===== src/rtl/program_loader_if.sv =====
// program_loader_if: stream input and memory-write bus between the boot host,
// the program loader and the pipeline's instruction/data memory write ports.
// The master side is the host/stream source; the slave side is the loader.
interface program_loader_if #(
    parameter int ADDR_W = 7,
    parameter int DATA_W = 32
);
    logic              start;
    logic              in_valid;
    logic [DATA_W-1:0] in_word;
    logic              in_ready;
    logic [DATA_W-1:0] instruction;
    logic [ADDR_W-1:0] instructionAddress;
    logic              imem_we;
    logic [DATA_W-1:0] data;
    logic [ADDR_W-1:0] dataAddress;
    logic              dmem_we;
    logic              core_hold;
    logic              done;
    logic              error;

    modport master (
        output start, in_valid, in_word,
        input  in_ready, instruction, instructionAddress, imem_we,
               data, dataAddress, dmem_we, core_hold, done, error
    );

    modport slave (
        input  start, in_valid, in_word,
        output in_ready, instruction, instructionAddress, imem_we,
               data, dataAddress, dmem_we, core_hold, done, error
    );
endinterface


===== src/rtl/program_loader.sv =====
// program_loader: boot-time sequencer that parses a header word, then streams
// NI instruction words and ND data words into the two memories at addresses
// counting up from 0, keeping the core stalled until the whole image is in.
// Optional feature: define LOADER_CHECKSUM_EN to require a trailing XOR
// checksum word over all payload words; without it the XOR logic is absent.
// The interface instance must use the same ADDR_W/DATA_W as this module.
module program_loader #(
    parameter int ADDR_W = 7,
    parameter int DATA_W = 32,
    parameter int DEPTH  = 128
) (
    input logic             clk,
    input logic             reset,
    program_loader_if.slave bus
);
    // One extra bit so a count of DEPTH can be reached without wrapping.
    localparam int CW = ADDR_W + 1;

    typedef enum logic [2:0] {
        S_IDLE,
        S_HEADER,
        S_INSTR,
        S_DATA,
        S_DRAIN,
        S_RUN,
        S_ERROR
`ifdef LOADER_CHECKSUM_EN
        , S_CHECK
`endif
    } state_t;

    // Where the stream goes once the last payload word has been taken, and
    // whether the loader keeps accepting words there.
`ifdef LOADER_CHECKSUM_EN
    localparam state_t TAIL_STATE = S_CHECK;
    localparam logic   TAIL_READY = 1'b1;
`else
    localparam state_t TAIL_STATE = S_DRAIN;
    localparam logic   TAIL_READY = 1'b0;
`endif

    state_t            state;
    logic [CW-1:0]     idx;
    logic [CW-1:0]     ni;
    logic [CW-1:0]     nd;
    logic              in_ready_q;
    logic [DATA_W-1:0] instruction_q;
    logic [ADDR_W-1:0] iaddr_q;
    logic              imem_we_q;
    logic [DATA_W-1:0] data_q;
    logic [ADDR_W-1:0] daddr_q;
    logic              dmem_we_q;
    logic              core_hold_q;
    logic              done_q;
    logic              error_q;
`ifdef LOADER_CHECKSUM_EN
    logic [DATA_W-1:0] csum;
`endif

    logic       accept;
    logic [7:0] hdr_magic;
    logic [7:0] hdr_ni;
    logic [7:0] hdr_nd;
    logic       hdr_bad;

    assign accept    = bus.in_valid && in_ready_q;
    assign hdr_magic = bus.in_word[31:24];
    assign hdr_ni    = bus.in_word[15:8];
    assign hdr_nd    = bus.in_word[7:0];
    assign hdr_bad   = (hdr_magic != 8'hA5) || (32'(hdr_ni) > DEPTH) || (32'(hdr_nd) > DEPTH);

    // Sequencer: state, counters and every registered output in one place.
    always_ff @(posedge clk) begin
        if (reset) begin
            state         <= S_IDLE;
            idx           <= '0;
            ni            <= '0;
            nd            <= '0;
            in_ready_q    <= 1'b0;
            instruction_q <= '0;
            iaddr_q       <= '0;
            imem_we_q     <= 1'b0;
            data_q        <= '0;
            daddr_q       <= '0;
            dmem_we_q     <= 1'b0;
            core_hold_q   <= 1'b1;
            done_q        <= 1'b0;
            error_q       <= 1'b0;
`ifdef LOADER_CHECKSUM_EN
            csum          <= '0;
`endif
        end else begin
            imem_we_q <= 1'b0;
            dmem_we_q <= 1'b0;
            unique case (state)
                S_IDLE: begin
                    if (bus.start) begin
                        state      <= S_HEADER;
                        in_ready_q <= 1'b1;
                    end
                end
                S_HEADER: begin
                    if (accept) begin
                        if (hdr_bad) begin
                            state      <= S_ERROR;
                            in_ready_q <= 1'b0;
                            error_q    <= 1'b1;
                        end else begin
                            ni  <= CW'(hdr_ni);
                            nd  <= CW'(hdr_nd);
                            idx <= '0;
`ifdef LOADER_CHECKSUM_EN
                            csum <= '0;
`endif
                            if (hdr_ni != 8'd0) begin
                                state <= S_INSTR;
                            end else if (hdr_nd != 8'd0) begin
                                state <= S_DATA;
                            end else begin
                                state      <= TAIL_STATE;
                                in_ready_q <= TAIL_READY;
                            end
                        end
                    end
                end
                S_INSTR: begin
                    if (accept) begin
                        instruction_q <= bus.in_word;
                        iaddr_q       <= idx[ADDR_W-1:0];
                        imem_we_q     <= 1'b1;
`ifdef LOADER_CHECKSUM_EN
                        csum <= csum ^ bus.in_word;
`endif
                        if (idx + 1'b1 == ni) begin
                            idx <= '0;
                            if (nd != '0) begin
                                state <= S_DATA;
                            end else begin
                                state      <= TAIL_STATE;
                                in_ready_q <= TAIL_READY;
                            end
                        end else begin
                            idx <= idx + 1'b1;
                        end
                    end
                end
                S_DATA: begin
                    if (accept) begin
                        data_q    <= bus.in_word;
                        daddr_q   <= idx[ADDR_W-1:0];
                        dmem_we_q <= 1'b1;
`ifdef LOADER_CHECKSUM_EN
                        csum <= csum ^ bus.in_word;
`endif
                        if (idx + 1'b1 == nd) begin
                            idx        <= '0;
                            state      <= TAIL_STATE;
                            in_ready_q <= TAIL_READY;
                        end else begin
                            idx <= idx + 1'b1;
                        end
                    end
                end
`ifdef LOADER_CHECKSUM_EN
                S_CHECK: begin
                    if (accept) begin
                        in_ready_q <= 1'b0;
                        if (bus.in_word == csum) begin
                            state <= S_DRAIN;
                        end else begin
                            state   <= S_ERROR;
                            error_q <= 1'b1;
                        end
                    end
                end
`endif
                S_DRAIN: begin
                    state       <= S_RUN;
                    core_hold_q <= 1'b0;
                    done_q      <= 1'b1;
                end
                S_RUN: begin
                    if (bus.start) begin
                        state       <= S_HEADER;
                        in_ready_q  <= 1'b1;
                        core_hold_q <= 1'b1;
                        done_q      <= 1'b0;
                    end
                end
                S_ERROR: begin
                    if (bus.start) begin
                        state      <= S_HEADER;
                        in_ready_q <= 1'b1;
                        error_q    <= 1'b0;
                    end
                end
                default: begin
                    state      <= S_IDLE;
                    in_ready_q <= 1'b0;
                end
            endcase
        end
    end

    assign bus.in_ready           = in_ready_q;
    assign bus.instruction        = instruction_q;
    assign bus.instructionAddress = iaddr_q;
    assign bus.imem_we            = imem_we_q;
    assign bus.data               = data_q;
    assign bus.dataAddress        = daddr_q;
    assign bus.dmem_we            = dmem_we_q;
    assign bus.core_hold          = core_hold_q;
    assign bus.done               = done_q;
    assign bus.error              = error_q;
endmodule


===== src/flat_wrapper.sv =====
// flat-port wrapper written by rule: the top's interface ports become plain ports
module program_loader_flat 
#(
    parameter int ADDR_W = 7,
    parameter int DATA_W = 32,
    parameter int DEPTH  = 128
)
  (clk, reset, bus_start, bus_in_valid, bus_in_word, bus_in_ready, bus_instruction, bus_instructionAddress, bus_imem_we, bus_data, bus_dataAddress, bus_dmem_we, bus_core_hold, bus_done, bus_error);
  program_loader_if #(.ADDR_W(ADDR_W), .DATA_W(DATA_W)) bus_i ();
  input logic clk;
  input logic reset;
  input wire logic [$bits(bus_i.start)-1:0] bus_start;
  input wire logic [$bits(bus_i.in_valid)-1:0] bus_in_valid;
  input wire logic [$bits(bus_i.in_word)-1:0] bus_in_word;
  output wire logic [$bits(bus_i.in_ready)-1:0] bus_in_ready;
  output wire logic [$bits(bus_i.instruction)-1:0] bus_instruction;
  output wire logic [$bits(bus_i.instructionAddress)-1:0] bus_instructionAddress;
  output wire logic [$bits(bus_i.imem_we)-1:0] bus_imem_we;
  output wire logic [$bits(bus_i.data)-1:0] bus_data;
  output wire logic [$bits(bus_i.dataAddress)-1:0] bus_dataAddress;
  output wire logic [$bits(bus_i.dmem_we)-1:0] bus_dmem_we;
  output wire logic [$bits(bus_i.core_hold)-1:0] bus_core_hold;
  output wire logic [$bits(bus_i.done)-1:0] bus_done;
  output wire logic [$bits(bus_i.error)-1:0] bus_error;
  assign bus_i.start = bus_start;
  assign bus_i.in_valid = bus_in_valid;
  assign bus_i.in_word = bus_in_word;
  assign bus_in_ready = bus_i.in_ready;
  assign bus_instruction = bus_i.instruction;
  assign bus_instructionAddress = bus_i.instructionAddress;
  assign bus_imem_we = bus_i.imem_we;
  assign bus_data = bus_i.data;
  assign bus_dataAddress = bus_i.dataAddress;
  assign bus_dmem_we = bus_i.dmem_we;
  assign bus_core_hold = bus_i.core_hold;
  assign bus_done = bus_i.done;
  assign bus_error = bus_i.error;
  program_loader #(.ADDR_W(ADDR_W), .DATA_W(DATA_W), .DEPTH(DEPTH)) u_core (.clk(clk), .reset(reset), .bus(bus_i));
endmodule

===== config.mk =====
export PLATFORM = sky130hd
export DESIGN_NAME = program_loader_flat
export DESIGN_NICKNAME = d
export VERILOG_FILES = /design/src/rtl/program_loader_if.sv /design/src/rtl/program_loader.sv /design/src/flat_wrapper.sv
export SDC_FILE = /design/constraint.sdc
export NUM_CORES = 1
export LEC_CHECK = 0
export CAP_MARGIN = 20
export CORE_UTILIZATION = 53
export CTS_CLUSTER_DIAMETER = 120
export DETAILED_ROUTE_END_ITERATION = 10
export GPL_TIMING_DRIVEN = 1
export PLACE_DENSITY_LB_ADDON = 0.3
export SLEW_MARGIN = 25
export SYNTH_ARGS = -nofsm -noshare
export SYNTH_HDL_FRONTEND = slang
export SYNTH_SLANG_ARGS = --single-unit
export TNS_END_PERCENT = 5

===== constraint.sdc =====
create_clock -name clk -period 4.8 [get_ports clk]
set_input_delay 1.2 -clock clk [delete_from_list [all_inputs] [get_ports clk]]
set_output_delay 1.2 -clock clk [all_outputs]
set_load 0.005 [all_outputs]

==> run summary, run 1 <==
Outcome - complete, no violations
Die area - 9400 um^2
# DRC - 0
Post-synthesis compound-gate area fraction - 19.6%
Most common cell after layout, fill and taps aside - nand2_1
Leakage - 2.01 nW
Share of cells above drive strength 1 - 4.33%
Routability Congestion - 0.841
TritonCTS Sinks - 111
Synth top area share - 46.5%
Largest stage delay, worst path - 0.58 ns
CTS root buf - clkbuf_8
HP Class - flop to flop
Synth Area in Simple Gates - 25.2%
CORE AREA - 8720 um^2
Slowest cell on crit path - or4_1
Combinational family with the most area after synthesis - simple AND/OR/NAND/NOR gates
Slew @ Worst Pin - 0.830 ns
Async S/R FF share, synth - 0%
Max frequency - 0.268 GHz
Die Ht - 97.0 um
Drt first-iter violations - 208
FF-to-FF End - u_core.idx[4]
Max transition margin - 44.5%
H-Tree Depth - 3
Final setup margin - 1.06 ns
Pwr Density - 291 nW/um^2
Bufs and invs on worst path - 1
Reg2reg start - u_core.idx[0]
Commonest cells after routing, fill and taps aside - nand2_1 (200), clkdlybuf4s50_1 (118), dfxtp_1 (111)
Antenna violations before repair - 0
DR vias - 4,605
MaxCap Viol Count - 0
Row cnt - 34
Drt wl/cell - 15.4 um
CTS max path bufs - 2
Dpl ws - 0.744 ns
Startpoint types - primary input
GR Overflow Total - 0
Sequential share of the synthesized area - 46.5%
DR pass1 iterations - 5
Final period util - 77.8%
Syn_nets - 661
N_diodes - 0
Critical Path RT - 5.06 ns
I/O pin total - 120
RSZ-0062 raised after global routing - false
Final ANT Viol Nets - 0
Starting Density - 54.8%
Crit end category - flop
Final Skew - 0.0162 ns
Mean Syn Cell Area - 7.66 um^2
Post-Layout Inst Area - 6150 um^2
Most used DFF post-synth - dfxtp_1
CTS clk-pin slew, worst paths - 0.10 ns
Crit-path cells - clkdlybuf4s50_1 -> or4_1 -> o41ai_1 -> nand4_1 -> a21oi_1 -> nor2_1 -> o2bb2ai_1 -> or3_1
First-pass GRT wire length - 21.2 mm
Adder-Cell Fraction of Synth Area - 0.262%
Critical Path Start - bus_in_word[11]
Arr. time, crit path - 3.99 ns
Setup tns final - 0 ns
Fin. Hold Viols - 0
Global Route Usage Sum - 27.3%
Final WL - 12.7 mm
Postcts setup bufs - 0
Yosys warns - 0
Clock share of power - 31.7%
Post-DP Area - 5940 um^2
Largest area contributor in the netlist - dfxtp_1
Setup violations, final - 0
Leading post-synthesis cells by cell area - dfxtp_1 (46%), nand2_1 (16%), a21oi_1 (11%), clkbuf_1 (2.4%), xnor2_1 (2.2%)
Chip width - 97.0 um
Sw Pwr - 0.513 mW
Worst setup path endpoint - u_core.idx[4]
DP HPWL - 8.67 mm
Switching share of power - 28.6%
Hold depth - 2
CTS tree - done
Crit Path Class - primary input to flop
Mux share of post-synthesis cell area - 0%
Worst R2R Path Depth - 8
Combinational share of power - 12.8%
EDFF count, synth - 0
Clock latency reported for the late side of the worst-skew pair - 0.38 ns
Post_cts resized - 0
# hold bufs at CTS - 0
Largest net degree at the start of global routing - 115
Cells after synthesis - 624
Via-per-instance ratio - 5.59
Final net count - 748
Pins Over Slew Limit - 0
Crit path depth - 8
Yosys cell types - 57
Area Growth Syn to Fin - 28.6%
Internal Pwr Total - 1.28 mW
Vias in the first global route - 4,420
TritonCTS Buffers - 9
Maximum vdd drop - 0.181 mV
CP top delay family - simple AND/OR/NAND/NOR gates
Synth Area in XOR/XNOR - 3.48%
IO buf count - 119
#FFs+latches synth - 111
Reg2Reg Setup Slack - 1.75 ns
Sequential share of power - 55.4%
Mapped Area - 4780 um^2
Minimum clock period - 3.74 ns
Critical path fanouts, max - 6
==> tightest hold or removal path: cells and delay by family, from the launching register on <==
kind             cells  cell delay, ns
AND/OR/NAND/NOR      1            0.05
flip-flops           1            0.32
AO/OA/AOI/OAI        1            0.05
==> registers in the layout (all words and copies together) (netlist names) <==
name,flops
u_core.bus.core_hold,1
u_core.bus.data,32
u_core.bus.dataAddress,7
u_core.bus.dmem_we,1
u_core.bus.done,1
u_core.bus.error,1
u_core.bus.imem_we,1
u_core.bus.in_ready,1
u_core.bus.instruction,32
u_core.bus.instructionAddress,7
u_core.idx,8
u_core.nd,8
u_core.ni,8
u_core.state,3
==> worst min path at each step <==
| stage | end | startpoint | slack [ns] |
|---|---|---|---|
| floorplan | u_core.ni[6] | u_core.ni[6] | 0.44 |
| global placement | u_core.bus.instructionAddress[4] | u_core.bus.instructionAddress[4] | 0.44 |
| detailed placement | u_core.bus.instruction[27] | u_core.bus.instruction[27] | 0.45 |
| CTS | u_core.bus.instructionAddress[5] | u_core.bus.instructionAddress[5] | 0.46 |
| global route | u_core.bus.instruction[14] | u_core.bus.instruction[14] | 0.48 |
| finish | u_core.bus.instructionAddress[5] | u_core.bus.instructionAddress[5] | 0.46 |
==> per-layer routing <==
layer | up-vias | GRT usage (%) | wire length [um]
li1 | 2281 | - | -
met1 | 2183 | 34.3 | 5400
met2 | 127 | 45.4 | 6240
met3 | 14 | 6.94 | 883
met4 | 0 | 9.07 | 146
met5 | - | 0 | 0
==> cell type report <==
class | count | area, um^2
clock buffer | 9 | 124
clock inverter | 7 | 80.1
fill | 700 | 2570
inverter | 8 | 30.0
multi-input combinational | 457 | 2330
sequential | 111 | 2220
tap | 108 | 135
timing repair buffer | 124 | 1230
==> cell usage after synthesis (2+ instances only) <==
| cell type | n |
|---|---|
| nand2_1 | 200 |
| dfxtp_1 | 111 |
| a21oi_1 | 105 |
| clkbuf_1 | 30 |
| nor2_1 | 22 |
| xnor2_1 | 12 |
| nand3_1 | 9 |
| o21ai_0 | 9 |
| buf_2 | 8 |
| inv_1 | 8 |
| nand2b_1 | 7 |
| xor2_1 | 7 |
| buf_1 | 6 |
| or3_1 | 6 |
| or4_1 | 6 |
| a2111oi_0 | 5 |
| and3_1 | 5 |
| a31oi_1 | 4 |
| nor3_1 | 4 |
| nor4_1 | 4 |
| o2bb2ai_1 | 4 |
| a211oi_1 | 3 |
| a21o_1 | 3 |
| nor3b_1 | 3 |
| or2_2 | 3 |
| buf_4 | 2 |
| nand4_1 | 2 |
| o2111a_1 | 2 |
| o211ai_1 | 2 |
| o21a_1 | 2 |
| o21ai_1 | 2 |
| o311ai_0 | 2 |
| or4bb_1 | 2 |
==> cell families after synthesis <==
group           after synthesis
flops                       111
compound gates              158
xor+xnor                     19
buf+inv                      56
simple gates                279
fa+ha+maj                     1
==> through the flow <==
step	hold slack (ns)	instances	total power, mW	utilization, %
3_5_place_dp	0.446	808	1.24	68.1
2_1_floorplan	0.437	624	1.14	-
6_report	0.459	824	1.79	70.5
5_1_grt	0.477	824	1.86	70.5
4_1_cts	0.462	824	1.80	70.4
3_3_place_gp	0.442	808	1.23	68.1
==> power groups by stage <==
stage	logic [mW]	clock network, mW	registers, mW
CTS	0.229	0.585	0.991
global placement	0.223	0	1.01
global route	0.252	0.615	0.998
detailed placement	0.227	0	1.01
floorplan	0.149	0	0.987
finish	0.230	0.568	0.991
Note: power is estimated with default switching activity, not from simulation.
==> run 2, diff against run 1 <==
--- a/config.mk
+++ b/config.mk
@@ -6,7 +6,7 @@
 export NUM_CORES = 1
 export LEC_CHECK = 0
 export CAP_MARGIN = 20
-export CORE_UTILIZATION = 53
+export CORE_UTILIZATION = 49
 export CTS_CLUSTER_DIAMETER = 120
 export DETAILED_ROUTE_END_ITERATION = 10
 export GPL_TIMING_DRIVEN = 1
==> constraint.sdc (replaced) <==
create_clock -name clk -period 3.8 [get_ports clk]
set_input_delay 0.95 -clock clk [delete_from_list [all_inputs] [get_ports clk]]
set_output_delay 0.95 -clock clk [all_outputs]
set_load 0.005 [all_outputs]
==> run 2 against run 1 <==
- count of clock-buffer cells in the layout grew 2
- combinational power increased by 27%
- flip-flop and latch count unchanged
- final cell count rose by 2.9%
- largest cell class unchanged
==> run summary, run 2 (synthesis results as in run 1) <==
Met3 Use GR - 6.59%
CTS max path bufs - 2
MaxCap Viol Count - 0
Final period util - 86.5%
Chip width - 101 um
CTS tree - done
Die area - 10,200 um^2
Antenna violations before repair - 0
Post-Layout Inst Area - 6170 um^2
Pins Over Slew Limit - 0
# DRC - 0
Via-per-instance ratio - 5.46
Die Ht - 101 um
Crit end category - flop
Clock latency reported for the late side of the worst-skew pair - 0.37 ns
Drt first-iter violations - 277
Maximum vdd drop - 0.237 mV
Post-route insts no fill - 848
GR Overflow Total - 0
N_diodes - 0
CTS clk-pin slew, worst paths - 0.11 ns
Critical path fanouts, max - 4
TritonCTS Buffers - 9
Met2 Use GR - 41.6%
Largest stage delay, worst path - 0.62 ns
Startpoint types - primary input
Max frequency - 0.304 GHz
Final Skew - 0.0105 ns
Setup violations, final - 0
Finished Core Util - 66.1%
Met1 GRT Util - 32.4%
Bufs and invs on worst path - 1
Max transition margin - 51.0%
Leakage - 2.01 nW
DR vias - 4,631
Routability Congestion - 0.921
Internal Pwr Total - 1.61 mW
Placed Cells - 832
Share of cells above drive strength 1 - 4.59%
GRT busiest layer - met2
Setup tns final - 0 ns
Worst path most repeated cell - or4_1
Slowest cell on crit path - or4_1
Postcts setup bufs - 0
Sequential share of power - 56.8%
TritonCTS Sinks - 111
Pwr Density - 358 nW/um^2
Drt wl/cell - 15.1 um
I/O pin total - 120
First-pass GRT wire length - 20.6 mm
Arr. time, crit path - 3.59 ns
Outcome - complete, no violations
Commonest cells after routing, fill and taps aside - nand2_1 (200), clkdlybuf4s50_1 (118), dfxtp_1 (111)
Area Growth Syn to Fin - 29.1%
Final net count - 751
Post_cts resized - 0
CORE AREA - 9330 um^2
# hold bufs at CTS - 0
Crit-path cells - clkdlybuf4s50_1 -> or4_1 -> or4b_1 -> or3_4 -> nand2_2 -> a22oi_2 -> or4_1 -> o21ai_1
Post-DP Area - 5990 um^2
Final ANT Viol Nets - 0
CTS root buf - clkbuf_8
Sw Pwr - 0.603 mW
HP Class - flop to flop
DP HPWL - 8.87 mm
Switching share of power - 27.3%
CP top delay family - simple AND/OR/NAND/NOR gates
Most common cell after layout, fill and taps aside - nand2_1
Row cnt - 35
DR pass1 iterations - 5
IO buf count - 119
Final WL - 12.8 mm
Critical Path RT - 4.10 ns
Minimum clock period - 3.29 ns
RSZ-0062 raised after global routing - false
Clock share of power - 30.0%
H-Tree Depth - 3
Largest net degree at the start of global routing - 61
Vias in the first global route - 4,289
Global Route Usage Sum - 25.7%
Slew @ Worst Pin - 0.734 ns
Layout fillers - 791
Fin. Hold Viols - 0
Crit Path Class - primary input to flop
Hold Slack - 0.459 ns
Combinational share of power - 13.3%
Starting Density - 51.2%
## run 2: worst paths after layout
| kind | startpoint | endpoint | slack, ns | cells past startpoint |
|---|---|---|---|---|
| hold / removal | u_core.bus.dataAddress[5] | u_core.bus.dataAddress[5] | 0.46 | 2 |
| setup / recovery | bus_in_word[10] | u_core.state[2] | 0.51 | 8 |
| setup reg to reg | u_core.idx[0] | u_core.idx[7] | 0.79 | 8 |
| hold reg to reg | u_core.bus.dataAddress[5] | u_core.bus.dataAddress[5] | 0.46 | 2 |
## run 2: layout make-up
class	instances	area [um^2]	share of cell area, %
Sequential cell	111	2220	36.0
Multi-Input combinational cell	457	2330	37.7
Clock buffer	11	141	2.29
Tap cell	129	161	2.62
Timing Repair Buffer	127	1250	20.2
Clock inverter	5	40.0	0.649
Inverter	8	30.0	0.487
## run 2: stage by stage
| step | worst slack (ns) | power [mW] |
|---|---|---|
| 2_1_floorplan | 0.832 | 1.44 |
| 3_3_place_gp | 0.190 | 1.56 |
| 3_5_place_dp | 0.149 | 1.57 |
| 4_1_cts | 0.541 | 2.22 |
| 5_1_grt | 0.487 | 2.30 |
| 6_report | 0.514 | 2.21 |
## run 2: worst reg2reg max path, stage by stage, from the launching register on
cell	delay (ns)
dfxtp_1	0.57
ha_1	0.37
nand3_1	0.23
or3_1	0.44
a31o_1	0.23
o2111a_1	0.16
a21o_1	0.32
a2111oi_0	0.48
or3_1	0.17
## run 2: power by group through the flow
| stage | Clock, mW | Sequential, mW | Combinational (mW) |
|---|---|---|---|
| after floorplan | 0 | 1.25 | 0.188 |
| after global placement | 0 | 1.28 | 0.285 |
| after detailed placement | 0 | 1.28 | 0.289 |
| after CTS | 0.676 | 1.25 | 0.291 |
| after global routing | 0.721 | 1.26 | 0.320 |
| final | 0.663 | 1.25 | 0.293 |
## run 2: routing by layer
| layer | routed length, um | up-vias |
|---|---|---|
| met5 | 0 | - |
| met4 | 303 | 0 |
| met1 | 5470 | 2143 |
| met2 | 6020 | 175 |
| li1 | - | 2289 |
| met3 | 1060 | 24 |
==> run 3, diff against run 2 <==
--- a/config.mk
+++ b/config.mk
@@ -10,6 +10,7 @@
 export CTS_CLUSTER_DIAMETER = 120
 export DETAILED_ROUTE_END_ITERATION = 10
 export GPL_TIMING_DRIVEN = 1
+export MAX_ROUTING_LAYER = met4
 export PLACE_DENSITY_LB_ADDON = 0.3
 export SLEW_MARGIN = 25
 export SYNTH_ARGS = -nofsm -noshare
==> run 3 against run 2 <==
- total power grew 6.6%
- register-to-register slack is essentially flat
- worst setup slack gained 0.064 ns
- core utilization grew 0.66 points
- critical path depth is the same
- count of clock-buffer cells in the layout shrank 2
- wire length grew 2.1%
- clock power grew 22%
- largest cell class unchanged
==> run summary, run 3 (synthesis results as in run 1) <==
Outcome - complete, no violations
Critical path fanouts, max - 4
Post-Layout Inst Area - 6230 um^2
Critical Path RT - 4.11 ns
Hold Path Origin - u_core.bus.instruction[19]
Maximum vdd drop - 0.272 mV
MaxCap Viol Count - 0
Setup tns final - 0 ns
Worst path most repeated cell - or4_1
Slowest cell on crit path - or4_1
CTS clk-pin slew, worst paths - 0.10 ns
DR pass1 iterations - 5
Leakage - 2.04 nW
Dpl ws - 0.203 ns
Max frequency - 0.310 GHz
Postcts setup bufs - 0
CORE AREA - 9330 um^2
Setup violations, final - 0
Area Growth Syn to Fin - 30.4%
Pwr Density - 378 nW/um^2
Combinational share of power - 12.5%
Startpoint types - primary input
Clock share of power - 34.3%
Crit end category - flop
Largest net degree at the start of global routing - 65
Internal Pwr Total - 1.73 mW
Max transition margin - 51.3%
First-pass GRT wire length - 21.2 mm
Die Ht - 101 um
Routability Congestion - 0.949
N_diodes - 0
Vias in the first global route - 4,441
RSZ-0062 raised after global routing - false
Minimum clock period - 3.22 ns
Sw Pwr - 0.627 mW
Fin. Hold Viols - 0
Critical Path Start - bus_in_word[12]
Final WL - 13.1 mm
Met3 Routed Length - 853 um
Post-DP Area - 6000 um^2
CTS max path bufs - 2
Share of cells above drive strength 1 - 4.86%
Clock latency reported for the late side of the worst-skew pair - 0.37 ns
Final period util - 84.8%
CTS tree - done
Final Skew - 0.0143 ns
Final setup margin - 0.578 ns
Via-per-instance ratio - 5.50
H-Tree Depth - 3
Slew @ Worst Pin - 0.729 ns
Most common cell after layout, fill and taps aside - nand2_1
Finished Core Util - 66.8%
# DRC - 0
Final net count - 752
TritonCTS Sinks - 111
Global Route Usage Sum - 27.2%
Commonest cells after routing, fill and taps aside - nand2_1 (200), clkdlybuf4s50_1 (118), dfxtp_1 (111)
Chip width - 101 um
IO buf count - 119
I/O pin total - 120
Switching share of power - 26.6%
Die area - 10,200 um^2
Pins Over Slew Limit - 0
Arr. time, crit path - 3.53 ns
Hold Slack - 0.460 ns
Final ANT Viol Nets - 0
Uppermost layer routed - met4
# hold bufs at CTS - 0
DR vias - 4,670
Reg2reg start - u_core.idx[0]
Drt wl/cell - 15.5 um
Post_cts resized - 0
Largest stage delay, worst path - 0.57 ns
Antenna violations before repair - 0
Wl on met1 - 5.67 mm
Crit-path cells - clkdlybuf4s50_1 -> or4_1 -> or4b_1 -> or3_4 -> nand2_2 -> a22oi_2 -> or4_1 -> o21ai_1
Crit Path Class - primary input to flop
Starting Density - 51.2%
Drt first-iter violations - 310
HP Class - flop to flop
CTS root buf - clkbuf_8
Row cnt - 35
DP HPWL - 8.94 mm
Met2 wire len - 6.28 mm
Sequential share of power - 53.2%
TritonCTS Buffers - 9
GR Overflow Total - 0
## run 3: critical path: cells and delay by family
family	cells	cell delay (ns)
AOI/OAI and AO/OA	2	0.16
buffers and inverters	1	0.48
and+or+nand+nor	5	1.94
## run 3: per-stage QoR
step	power [mW]	std cells
final	2.36	849
after global routing	2.45	849
after CTS	2.37	849
after detailed placement	1.57	833
after global placement	1.56	833
after floorplan	1.44	624
## run 3: worst paths after layout
kind / slack, ns / end / cells after the start
hold / removal: 0.46 / u_core.bus.instruction[19] / 2
setup / recovery: 0.58 / u_core.state[2] / 8
hold reg to reg: 0.46 / u_core.bus.instruction[19] / 2
setup reg to reg: 0.79 / u_core.idx[5] / 8
## run 3: area by class of cell
type | count | area, um^2
multi-input combinational | 457 | 2330
timing repair buffer | 128 | 1260
fill | 759 | 3100
clock inverter | 7 | 111
tap | 129 | 161
sequential | 111 | 2220
clock buffer | 9 | 124
inverter | 8 | 30.0
## run 3: power by group through the flow
stage	Combinational (mW)	Sequential (mW)	Clock, mW
floorplan	0.188	1.25	0
global placement	0.287	1.28	0
detailed placement	0.290	1.28	0
CTS	0.293	1.25	0.823
global route	0.322	1.26	0.871
finish	0.294	1.25	0.809
## run 3: layer usage
metal	track usage, %	up-vias
li1	-	2287
met1	34.1	2192
met2	43.8	165
met3	4.99	26
met4	10.3	0
met5	-	-
